## src/rtl/aes_defines.sv

```systemverilog
// Shared AES constants and the one-hot framing state used by the cipher front end.
package aes_defines;

  localparam int AES_BLOCK_SIZE  = 128;
  localparam int AES128_KEY_SIZE = 128;
  localparam int AES_BLOCK_BYTES = 16;

  typedef enum logic [2:0] {
    ST_KEY = 3'b001,
    ST_MSG = 3'b010,
    ST_PAD = 3'b100
  } state_t;

endpackage

```

## src/rtl/axis_if.sv

```systemverilog
// Minimal AXI-Stream bundle carrying byte-granular data with tkeep and tlast.
interface axis_if #(
  parameter int WIDTH = 32
) ();

  logic [WIDTH-1:0]   tdata;
  logic [WIDTH/8-1:0] tkeep;
  logic               tlast;
  logic               tvalid;
  logic               tready;

  modport master (output tdata, tkeep, tlast, tvalid, input tready);
  modport slave  (input tdata, tkeep, tlast, tvalid, output tready);

endinterface

```

## src/rtl/aes_pkcs7_byte_fill.sv

```systemverilog
// Replaces every byte at index k and above with the PKCS#7 pad value.
module aes_pkcs7_byte_fill #(
  parameter int WIDTH = 32
) (
  input  logic [WIDTH-1:0] data,
  input  logic [4:0]       k,
  input  logic [7:0]       pad,
  output logic [WIDTH-1:0] filled
);

  always_comb begin
    for (int i = 0; i < WIDTH / 8; i++) begin
      filled[8*i +: 8] = (5'(i) < k) ? data[8*i +: 8] : pad;
    end
  end

endmodule

```

## src/rtl/aes_pkcs7_padder.sv

```systemverilog
// Frames key + byte-granular plaintext into whole 128-bit blocks with PKCS#7 padding
// for the AES-128 ECB cores, behind a single output register.
module aes_pkcs7_padder
  import aes_defines::*;
#(
  parameter int AXIS_WIDTH = 32
) (
  input logic   Clk,
  input logic   Rst_n,
  axis_if.slave  S_axis,
  axis_if.master M_axis
);

  localparam int NB          = AXIS_WIDTH / 8;
  localparam int KEY_BEATS   = AES128_KEY_SIZE / AXIS_WIDTH;
  localparam int BLOCK_BEATS = AES_BLOCK_SIZE / AXIS_WIDTH;
  localparam int CW          = $clog2(KEY_BEATS) + 1;

  state_t                state, state_n;
  logic [CW-1:0]         beat_cnt, beat_cnt_n;
  logic [3:0]            blk_cnt, blk_cnt_n;
  logic [7:0]            pad_q, pad_n;
  logic [AXIS_WIDTH-1:0] tdata_q, tdata_n;
  logic                  tvalid_q, tvalid_n;
  logic                  tlast_q, tlast_n;

  logic                  load;
  logic                  run;
  logic [4:0]            k;
  logic [3:0]            total;
  logic [3:0]            gap;
  logic [7:0]            pad_val;
  logic [CW-1:0]         r_beats;
  logic [AXIS_WIDTH-1:0] filled;

  assign load = ~tvalid_q | M_axis.tready;

  assign S_axis.tready = Rst_n & ((state == ST_KEY) | (state == ST_MSG)) & load;

  assign M_axis.tdata  = tdata_q;
  assign M_axis.tkeep  = {NB{tvalid_q}};
  assign M_axis.tlast  = tlast_q;
  assign M_axis.tvalid = tvalid_q;

  // Valid byte count stops at the first cleared tkeep bit; anything above it is dropped.
  always_comb begin
    k   = '0;
    run = 1'b1;
    for (int i = 0; i < NB; i++) begin
      if (run && S_axis.tkeep[i]) k = k + 5'd1;
      else                        run = 1'b0;
    end
  end

  // Pad beats left after the last beat: fill to the block boundary, or a whole
  // extra block when the message already ends exactly on one.
  always_comb begin
    total   = blk_cnt + k[3:0];
    pad_val = 8'(AES_BLOCK_BYTES) - {4'd0, total};
    gap     = 4'd0 - (blk_cnt + 4'(NB));
    if (total == 4'd0 && k == 5'(NB)) r_beats = CW'(BLOCK_BEATS);
    else                              r_beats = CW'(int'(gap) / NB);
  end

  aes_pkcs7_byte_fill #(.WIDTH(AXIS_WIDTH)) u_fill (
    .data   (S_axis.tdata),
    .k      (k),
    .pad    (pad_val),
    .filled (filled)
  );

  // NOTE: every output of this block gets a default first, so no path leaves a latch.
  always_comb begin
    state_n    = state;
    beat_cnt_n = beat_cnt;
    blk_cnt_n  = blk_cnt;
    pad_n      = pad_q;
    tdata_n    = tdata_q;
    tvalid_n   = tvalid_q;
    tlast_n    = tlast_q;
    if (load) begin
      tvalid_n = 1'b0;
      tlast_n  = 1'b0;
      case (state)
        ST_KEY: if (S_axis.tvalid) begin
          tvalid_n = 1'b1;
          tdata_n  = S_axis.tdata;
          if (beat_cnt == '0) begin
            state_n   = ST_MSG;
            blk_cnt_n = '0;
          end else begin
            beat_cnt_n = beat_cnt - CW'(1);
          end
        end
        ST_MSG: if (S_axis.tvalid) begin
          tvalid_n = 1'b1;
          if (!S_axis.tlast) begin
            tdata_n   = S_axis.tdata;
            blk_cnt_n = blk_cnt + 4'(NB);
          end else begin
            tdata_n = filled;
            if (r_beats == '0) begin
              tlast_n    = 1'b1;
              state_n    = ST_KEY;
              beat_cnt_n = CW'(KEY_BEATS - 1);
            end else begin
              pad_n      = pad_val;
              beat_cnt_n = r_beats - CW'(1);
              state_n    = ST_PAD;
            end
          end
        end
        ST_PAD: begin
          tvalid_n = 1'b1;
          tdata_n  = {NB{pad_q}};
          if (beat_cnt == '0) begin
            tlast_n    = 1'b1;
            state_n    = ST_KEY;
            beat_cnt_n = CW'(KEY_BEATS - 1);
          end else begin
            beat_cnt_n = beat_cnt - CW'(1);
          end
        end
        default: state_n = ST_KEY;
      endcase
    end
  end

  // NOTE: registers use non-blocking assignments so every flop samples pre-edge values.
  always_ff @(posedge Clk) begin
    if (!Rst_n) begin
      state    <= ST_KEY;
      beat_cnt <= CW'(KEY_BEATS - 1);
      blk_cnt  <= '0;
      pad_q    <= '0;
      tdata_q  <= '0;
      tvalid_q <= 1'b0;
      tlast_q  <= 1'b0;
    end else begin
      state    <= state_n;
      beat_cnt <= beat_cnt_n;
      blk_cnt  <= blk_cnt_n;
      pad_q    <= pad_n;
      tdata_q  <= tdata_n;
      tvalid_q <= tvalid_n;
      tlast_q  <= tlast_n;
    end
  end

endmodule

```

## src/flat_wrapper.sv

```systemverilog
// flat-port wrapper written by rule: the top's interface ports become plain ports
module aes_pkcs7_padder_flat import aes_defines::*;
#(
  parameter int AXIS_WIDTH = 32
)
  (Clk, Rst_n, S_axis_tdata, S_axis_tkeep, S_axis_tlast, S_axis_tvalid, S_axis_tready, M_axis_tdata, M_axis_tkeep, M_axis_tlast, M_axis_tvalid, M_axis_tready);
  axis_if S_axis_i ();
  axis_if M_axis_i ();
  input logic Clk;
  input logic Rst_n;
  input wire logic [$bits(S_axis_i.tdata)-1:0] S_axis_tdata;
  input wire logic [$bits(S_axis_i.tkeep)-1:0] S_axis_tkeep;
  input wire logic [$bits(S_axis_i.tlast)-1:0] S_axis_tlast;
  input wire logic [$bits(S_axis_i.tvalid)-1:0] S_axis_tvalid;
  output wire logic [$bits(S_axis_i.tready)-1:0] S_axis_tready;
  output wire logic [$bits(M_axis_i.tdata)-1:0] M_axis_tdata;
  output wire logic [$bits(M_axis_i.tkeep)-1:0] M_axis_tkeep;
  output wire logic [$bits(M_axis_i.tlast)-1:0] M_axis_tlast;
  output wire logic [$bits(M_axis_i.tvalid)-1:0] M_axis_tvalid;
  input wire logic [$bits(M_axis_i.tready)-1:0] M_axis_tready;
  assign S_axis_i.tdata = S_axis_tdata;
  assign S_axis_i.tkeep = S_axis_tkeep;
  assign S_axis_i.tlast = S_axis_tlast;
  assign S_axis_i.tvalid = S_axis_tvalid;
  assign S_axis_tready = S_axis_i.tready;
  assign M_axis_tdata = M_axis_i.tdata;
  assign M_axis_tkeep = M_axis_i.tkeep;
  assign M_axis_tlast = M_axis_i.tlast;
  assign M_axis_tvalid = M_axis_i.tvalid;
  assign M_axis_i.tready = M_axis_tready;
  aes_pkcs7_padder #(.AXIS_WIDTH(AXIS_WIDTH)) u_core (.Clk(Clk), .Rst_n(Rst_n), .S_axis(S_axis_i), .M_axis(M_axis_i));
endmodule
```

## config.mk

```make
export PLATFORM = sky130hd
export DESIGN_NAME = aes_pkcs7_padder_flat
export DESIGN_NICKNAME = d
export VERILOG_FILES = /design/src/rtl/aes_defines.sv /design/src/rtl/axis_if.sv /design/src/rtl/aes_pkcs7_byte_fill.sv /design/src/rtl/aes_pkcs7_padder.sv /design/src/flat_wrapper.sv
export SDC_FILE = /design/constraint.sdc
export NUM_CORES = 1
export LEC_CHECK = 0
export CORE_MARGIN = 3
export CORE_UTILIZATION = 30
export DETAILED_ROUTE_END_ITERATION = 8
export GPL_TIMING_DRIVEN = 0
export HOLD_SLACK_MARGIN = 0.1
export MAX_ROUTING_LAYER = met4
export SYNTH_ARGS = -nofsm -noshare
export SYNTH_HDL_FRONTEND = slang
export SYNTH_SLANG_ARGS = --single-unit
export TNS_END_PERCENT = 1
```

## constraint.sdc

```tcl
create_clock -name Clk -period 4.3 [get_ports Clk]
set_input_delay 1.29 -clock Clk [delete_from_list [all_inputs] [get_ports Clk]]
set_output_delay 1.29 -clock Clk [all_outputs]
set_load 0.1 [all_outputs]
```

# Word-level counts from Yosys, hierarchy flattened
# Cells that the tools add are included.
[totals] regBits=52 in_bits=41 output_inout_bits=39
[classes] n_addsub=9 magnitude_cmp=4 n_eq_ne=11 n_mux=42 bitwise=6 n_reduce_logical=15
[op_table] operator="$mux W32" n=3
[op_table] operator="$pmux W32 S3" n=1
[op_table] operator="$mux W3" n=13
[op_table] operator="$mux W8" n=4
[op_table] operator="$pmux W3 S3" n=2
[op_table] operator="$reduce_and A6 Y1" n=3
[op_table] operator="$mux W4" n=4
[op_table] operator="$mux W5" n=3
[op_table] operator="$ne A2 B2 Y1 const B" n=6
[op_table] operator="$add A5 B1 Y5 const B" n=2
[op_table] operator="$lt A1 B5 Y1 const A" n=2
[op_table] operator="$lt A2 B5 Y1 const A" n=2
[op_table] operator="$mux W1" n=9
[op_table] operator="$pmux W4 S2" n=1
[op_table] operator="$logic_not A3 Y1" n=2
[op_table] operator="$sub A3 B1 Y3 const B" n=2
[op_table] operator="$sub A5 B4 Y6 const A" n=1
[op_table] operator="$eq A5 B3 Y1 const B" n=1
[op_table] operator="$reduce_and A5 Y1" n=1
[op_table] operator="$add A4 B3 Y4 const B" n=1
[op_table] operator="$add A4 B4 Y4" n=1
[op_table] operator="$logic_and A1 B1 Y1" n=4
[op_table] operator="$logic_not A4 Y1" n=1
[op_table] operator="$pmux W1 S2" n=2
[op_table] operator="other kinds (13)" n=16

# Longest topological paths before layout
[logic_depth] word_depth=16 ltp_mapped=17

# Modules after synthesis
# A second synthesis with hierarchy kept.
[unflattened] hier_cells=363 hier_area_um2=3022.9
[modules_own_cells] module="aes_pkcs7_padder" n_inst=1 cells_per_inst=326 area_each_um2=2587.5
[modules_own_cells] module="aes_pkcs7_byte_fill" n_inst=1 cells_per_inst=37 area_each_um2=435.4

# Least setup slack after synthesis
# Ideal clock, no wire load.
[synth_timing] path_kind="input-to-reg" start="input port S_axis_tkeep[1]" end="register u_core.pad_q[3]" arrival_time_ns=3.740 required_ns=4.178 path_slack_ns=0.438 cell_stages=17 cell_sequence="nand2_1 -> inv_2 -> ha_1 -> nand3_1 -> or2_2 -> inv_1 -> ha_1 -> xnor2_1 -> nand3_1 -> nor2_1 -> or2_2 -> ha_1 -> o41ai_2 -> and4_1 -> buf_2 -> o21ai_1 -> a21oi_1"
[synth_via] elab_chain_cells=13
[synth_rtl] item="start: declaration" line_no="flat_wrapper.sv:12" text="input wire logic [$bits(S_axis_i.tkeep)-1:0] S_axis_tkeep;"
[synth_rtl] item="$logic_and A1 B1 Y1 *" line_no="aes_pkcs7_padder.sv:50" text="if (run && S_axis.tkeep[i]) k = k + 5'd1;"
[synth_rtl] item="$mux W5 / $mux W1 (equally long branches)" line_no="aes_pkcs7_padder.sv:50"
[synth_rtl] item="$add A5 B1 Y5 / $logic_and A1 B1 Y1 (equally long branches)" line_no="aes_pkcs7_padder.sv:50"
[synth_rtl] item="$mux W5 / $mux W1 (equally long branches)" line_no="aes_pkcs7_padder.sv:50"
[synth_rtl] item="$add A5 B1 Y5 / $logic_and A1 B1 Y1 (equally long branches)" line_no="aes_pkcs7_padder.sv:50"
[synth_rtl] item="$mux W5 *" line_no="aes_pkcs7_padder.sv:50"
[synth_rtl] item="$add A4 B4 Y4" line_no="aes_pkcs7_padder.sv:58" text="total = blk_cnt + k[3:0];"
[synth_rtl] item="$logic_not A4 Y1" line_no="aes_pkcs7_padder.sv:61" text="if (total == 4'd0 && k == 5'(NB)) r_beats = CW'(BLOCK_BEATS);"
[synth_rtl] item="$logic_and A1 B1 Y1" line_no="aes_pkcs7_padder.sv:61"
[synth_rtl] item="$mux W3" line_no="aes_pkcs7_padder.sv:61"
[synth_rtl] item="$logic_not A3 Y1" line_no="aes_pkcs7_padder.sv:102" text="if (r_beats == '0) begin"
[synth_rtl] item="$not A1 Y1 (no source line)"
[synth_rtl] item="$reduce_and A5 Y1 (no source line)"
[synth_rtl] item="end signal: assignment" line_no="aes_pkcs7_padder.sv:143" text="pad_q <= pad_n;"
[synth_rtl] item="end: declaration" line_no="aes_pkcs7_padder.sv:22" text="logic [7:0] pad_q, pad_n;"
# Every way passes the cells marked *; elsewhere a longest branch is shown, timed or not.
# A chain may end at the register's enable or synchronous reset.

# Worst setup path after layout
[layout_timing] start="input port M_axis_tready" end="output port S_axis_tready"
[layout_via] elab_chain_cells=2
[layout_rtl] item="start: declaration" line_no="flat_wrapper.sv:20" text="input wire logic [$bits(M_axis_i.tready)-1:0] M_axis_tready;"
[layout_rtl] item="$or A1 B1 Y1" line_no="aes_pkcs7_padder.sv:36" text="assign load = ~tvalid_q | M_axis.tready;"
[layout_rtl] item="$and A1 B1 Y1" line_no="aes_pkcs7_padder.sv:38" text="assign S_axis.tready = Rst_n & ((state == ST_KEY) | (state == ST_MSG)) & load;"
[layout_rtl] item="end: declaration" line_no="flat_wrapper.sv:15" text="output wire logic [$bits(S_axis_i.tready)-1:0] S_axis_tready;"
# Every way passes these cells.

==> flow_summary.yaml <==
placement:
  hpwl_um: 5800
  portBuffers: 79
  preCtsSetupSlack_ns: -0.688
  place_area_um2: 3540
  gp_congestion: 0.870
sta:
  fin_crit_sh_pct: 97.8
  whs_ns: 0.451
  min_period_ns: 4.20
  drv_slew: 0
  slew-limit-headroom_pct: 33.4
  finalHoldViolCount: 0
  worst_slew_pin_slew_ns: 0.997
  rsz0062_at_grt: "true"
  clock_skew_ns: 0.00283
  finalSetupTns_ns: 0
  timing.fmax_ghz: 0.238
  setup_slack_ns: 0.0951
  setup_violations: 0
floorplan:
  die_h_um: 99.5
  start_util_pct: 31.4
  core_um2: 8340
  pin_count: 80
  die-area_um2: 9890
  row_count: 33
  dieWidth_um: 99.5
setup_path:
  crit_fanout: 10
  worstPathCellList: "clkdlybuf4s50_1, nand2b_1, clkbuf_1, and4b_1, buf_2"
  critPathMaxStageDelay_ns: 0.45
  crit_required_ns: 3.01
  crit_path_top_delay_cell: "clkdlybuf4s50_1"
  crit_path_end_kind: "output pin"
  startpoint_type: "input pin"
  cp_data_arrival_time_ns: 2.91
  crit_type: "in2out"
finish:
  layout_common_cells: "clkdlybuf4s50_1, dfxtp_1, a21oi_1"
  layout-drive-gt1-share_pct: 9.73
  area_growth_pct: 41.4
  mostFrequentLayoutCell: "clkdlybuf4s50_1"
  finish.instance_area_um2: 3700
  fin_util_pct: 44.4
  n_antenna_cell: 0
  nNetsFinal: 458
power:
  powerDensity_nw_per_um2: 627
  leakagePower_nw: 1.46
  ir_drop_v: 0.000237
clock_network:
  clock_path_buffers: 2
  cts_made_buffers: 5
  insertion_delay_ns: 0.30
  cts_root_buffer: "clkbuf_8"
  cts_tree: "yes"
  clk_pin_slew_ns: 0.09
  ctsHoldBuffers: 0
  clkSinkCount: 47
  cts-htree-levels: 2
logic_synthesis:
  yosys.cell_types.count: 57
  postSynthAreaPerCell_um2: 8.14
  syn_area_um2: 2620
  synthesis.nets: 370
  synthArstFlopShare_pct: 0
  synth-main-ff-cell: "dfxtp_1"
  seq_area_frac_synth_pct: 35.9
  yosysWarnings: 0
  synth_cells: 322
  ys_seq_elements: 47
  synth-edff-count: 0
global_route:
  grt_pass1_wl_um: 12700
  grt_usage_pct: 16.3
  grt_max_degree: 15
  grt_pass1_vias: 2546
  antenna_found_initial: 0
  grt_overflow_total: 0
drt:
  ant_nets: 0
  drt-vias-per-instance: 5.21
  drt-pass1-iter-count: 5
  drt_iter0_drc: 173
  dr_total_vias: 2690
  finalWirelength_um: 7950
  post_drt_wl_per_cell_um: 15.4
  drc: 0
min_path:
  hold_class: "reg2reg"
outcome:
  status: "completed"
job:
  maxCapViolations: 0
-- registers in the layout (all words and copies together), names as in the netlist --
name and flops:
u_core.state 3, u_core.beat_cnt 3, u_core.M_axis.tlast 1, u_core.M_axis.tdata 32, u_core.M_axis.tvalid 1, u_core.pad_q 5, u_core.blk_cnt 2
-- cell families after synthesis --
| logic type | Yosys count | synth area share (%) |
|---|---|---|
| AND/OR/NAND/NOR | 117 | 24.7 |
| AO/OA/AOI/OAI | 111 | 27.6 |
| flip-flops | 47 | 35.9 |
| buffers and inverters | 31 | 5.64 |
| adder cells (fa/ha/maj) | 7 | 3.34 |
| XOR/XNOR | 7 | 2.34 |
| other | 1 | 0.143 |
| multiplexers | 1 | 0.382 |
-- power by group --
| group | total, W | switching [W] | internal, W |
|---|---|---|---|
| Sequential | 0.000588 | 0.0000592 | 0.000529 |
| Combinational | 0.00134 | 0.000980 | 0.000364 |
| Clock | 0.000391 | 0.000158 | 0.000233 |
-- cell usage after synthesis, types with 4 or more instances --
library cell	number	share of area (%)
a21oi_1	36	6.9
o21ai_1	27	5.2
and3_1	4	0.95
inv_1	8	1.1
dfxtp_1	47	36
a31oi_1	4	0.95
nor2b_1	13	3.1
buf_4	4	1.1
buf_2	7	1.3
nand3_1	14	2.7
a22oi_1	10	2.9
nor2_1	22	3.2
nand2_1	32	4.6
ha_1	7	3.3
a21boi_1	7	2.0
o21ai_0	5	0.95
xnor2_1	4	1.3
clkbuf_1	10	1.4
-- per-layer routing --
layer / vias up / share of wire (%) / GRT usage [%]
met4: 0 / 1.6 / 4.62
met2: 84 / 45 / 25.0
li1: 1340 / - / -
met5: - / 0 / -
met1: 1254 / 48 / 21.9
met3: 12 / 5.5 / 3.30
-- stage by stage --
step	std cells	total power, W
3_3_place_gp	506	0.00193
2_1_floorplan	322	0.00162
6_report	516	0.00232
4_1_cts	516	0.00233
3_5_place_dp	506	0.00194
5_1_grt	516	0.00243
-- worst max-delay path: cells and delay by family --
kind,cells,cell delay [ns]
buffers and inverters,3,1.27
and+or+nand+nor,2,0.35
-- final timing paths --
check / depth (start not counted) / endpoint / slack (ns) / from
worst max-delay path: 5 / S_axis_tready / 0.1 / M_axis_tready
worst max register to register: 11 / u_core.pad_q[3]$_SDFFE_PN0P_ / 1.94 / u_core.blk_cnt[2]$_SDFFE_PN0P_
worst min register to register: 2 / u_core.M_axis.tdata[22]$_SDFFE_PN0P_ / 0.45 / u_core.M_axis.tdata[22]$_SDFFE_PN0P_
worst min-delay path: 2 / u_core.M_axis.tdata[22]$_SDFFE_PN0P_ / 0.45 / u_core.M_axis.tdata[22]$_SDFFE_PN0P_
-- cell type report --
cell class | instances | area, µm²
fill | 874 | 4640
multi-input combinational | 244 | 1550
sequential | 47 | 941
timing repair buffer | 81 | 797
tap | 105 | 131
buffer | 22 | 114
clock buffer | 6 | 72.6
clock inverter | 2 | 60.1
inverter | 9 | 33.8
-- timing repair --
action                                  in CTS  in global routing
endpoints found under the setup margin       9                  8
resized for setup                           13                  3
setup buffers                                2                  0
pin swaps                                    1                  1
Note: power is estimated with default switching activity, not from simulation.
==> patch (same settings) <==
Encoding of `state_t`: now binary (2 bits for 3 states). Comments in the files are not updated.
--- a/src/rtl/aes_defines.sv
+++ b/src/rtl/aes_defines.sv
@@ -7,6 +7,6 @@
 
-  typedef enum logic [2:0] {
-    ST_KEY = 3'b001,
-    ST_MSG = 3'b010,
-    ST_PAD = 3'b100
+  typedef enum logic [1:0] {
+    ST_KEY = 2'd0,
+    ST_MSG = 2'd1,
+    ST_PAD = 2'd2
   } state_t;
Function: same outputs for any inputs over 10 cycles, from zero or initial values and one cycle with Rst_n low; not proved beyond that.
==> patch against the original RTL <==
  * Cell area rose by 1.7%
  * Synthesized cell count grew 9.0%
  * Combinational power up 20%
  * Via count grew 12%
  * Worst setup slack improved by 14 ps
  * Sequential cell count fell by 1
  * Area after synthesis grew 1.7%
  * Power rose by 9.5%
  * Wire length increased by 16%
  * Count of clock-buffer cells in the layout stayed put
  * Register-to-register slack worse by 480 ps
  * Critical path type unchanged
  * Critical endpoint unchanged
==> patch: results (changes against the original RTL) <==
Parameter                              Value

Status
  Outcome ... completed (unchanged)

Drt
  Detailed router's first-iteration violation count ... 219 (was 173)
  Routed length per instance ... 17.0 microns (was 15.4 microns)
  Drt first pass iters ... 7 (was 5)
  Post-DR vias/cell ... 5.56 (was 5.21)

Pwr
  Leak Pwr ... 1.39 nW (was 1.46 nW)
  Peak supply drop ... 0.332 mV (was 0.237 mV)

Placement
  RePlAce Congestion ... 0.894 (was 0.870)
  Dpl ws ... -787 ps (was -688 ps)
  Total instance count after detailed placement ... 533 (was 506)

GRT
  Global-route usage over all layers ... 18.4% (was 16.3%)
  Vias in the first global route ... 2824 (was 2546)
  First-pass GRT wire length ... 14400 microns (was 12700 microns)

Worst setup path
  R2R setup slack ... 1460 ps (was 1940 ps)
  Destination of the worst register-to-register timing path ... u_core.M_axis.tdata[26] (was u_core.pad_q[3])
  Worst path max stage delay ... 670 ps (was 450 ps)
  Data arrival time of the worst path ... 2900 ps (was 2910 ps)
  Startpoint of the most critical register-to-register path ... u_core.state[0] (was u_core.blk_cnt[2])

Logic synthesis
  Dominant cells by area after synthesis ... dfxtp_1, nand2_1, o21ai_0, a21oi_1, nand3_1 (was dfxtp_1, a21oi_1, o21ai_1, nand2_1, ha_1)
  Syn_nets ... 402 (was 370)
  Commonest cells in the netlist ... nand2_1, dfxtp_1, o21ai_0, a21oi_1, nand3_1 (was dfxtp_1, a21oi_1, nand2_1, o21ai_1, nor2_1)
  Average cell area after synthesis ... 7.59 sq um (was 8.14 sq um)
  Sequential share of the synthesized area ... 34.6% (was 35.9%)
  Count of distinct cell types in the synthesized netlist ... 56 (was 57)

Final layout
  Net count reported at finish ... 488 (was 458)

Min path
  Worst Hold Path EP ... u_core.M_axis.tdata[14] (was u_core.M_axis.tdata[22])
  Worst hold path startpoint ... u_core.M_axis.tdata[14] (was u_core.M_axis.tdata[22])

STA
  Hold slack final ... 457 ps (was 451 ps)
  Slew of the pin with the lowest slew margin ... 1050 ps (was 997 ps)
patch: worst max-delay path by stage:
stage / depth (start not counted) / from / endpoint / slack (ps)
floorplan: 15 / S_axis_tkeep[0] / u_core.pad_q[2] / 220
global placement: 5 / Rst_n / S_axis_tready / -780
detailed placement: 5 / Rst_n / S_axis_tready / -790
CTS: 15 / S_axis_tkeep[1] / u_core.pad_q[2] / -10
global route: 15 / S_axis_tkeep[2] / u_core.pad_q[2] / 30
finish: 5 / Rst_n / S_axis_tready / 110
patch: power by group:
part	switching (mW)	internal, mW
registers	0.0615	0.536
clock network	0.156	0.174
logic	1.20	0.411
patch: cell families after synthesis:
family                     count (synthesis)  synth area share (%)
buffers and inverters                     41                  6.43
adders and majority gates                 10                  4.70
and+or+nand+nor                          137                  24.5
AOI/OAI and AO/OA                        109                  26.9
DFF                                       46                  34.6
other                                      1                 0.141
muxes                                      4                  1.50
xor gates and xnor gates                   3                  1.27
patch: worst register-to-register path: cells and delay by family, from the launching register on:
family,cells,cell delay [ps]
compound gates,3,1250
buf+inv,3,840
flops,1,390
fa+ha+maj,1,290
patch: what timing repair did:
action	in CTS	in global routing
gates resized for setup	11	8
hold buffers	0	0
buffers inserted	0	2
pin swaps	1	0
setup endpoints to repair	8	10
patch: stage by stage:
stage               total power, mW  util [%]  cell area, sq um
global route                   2.66      44.7              3770
global placement               2.19      42.4              3570
floorplan                      1.79         -              2670
CTS                            2.54      44.1              3710
detailed placement             2.20      42.4              3570
finish                         2.54      44.7              3770
patch: layout make-up:
type                    count  area [sq um]
plain buffers              26           116
clock buffers               6          72.6
clock inverters             2          37.5
fillers                   911          4660
inverters                  15          56.3
multi-input cells         264          1650
flip-flops and latches     46           921
well taps                 105           131
repair buffers             79           786
patch: per-layer routing:
layer / vias to the layer above / global-route usage, % / part of all wire, %
met1: 1440 / 25.1 / 46
met2: 142 / 28.8 / 46
li1: 1425 / - / -
met4: 0 / 4.77 / 1.4
met5: - / - / 0
met3: 11 / 2.43 / 7.0
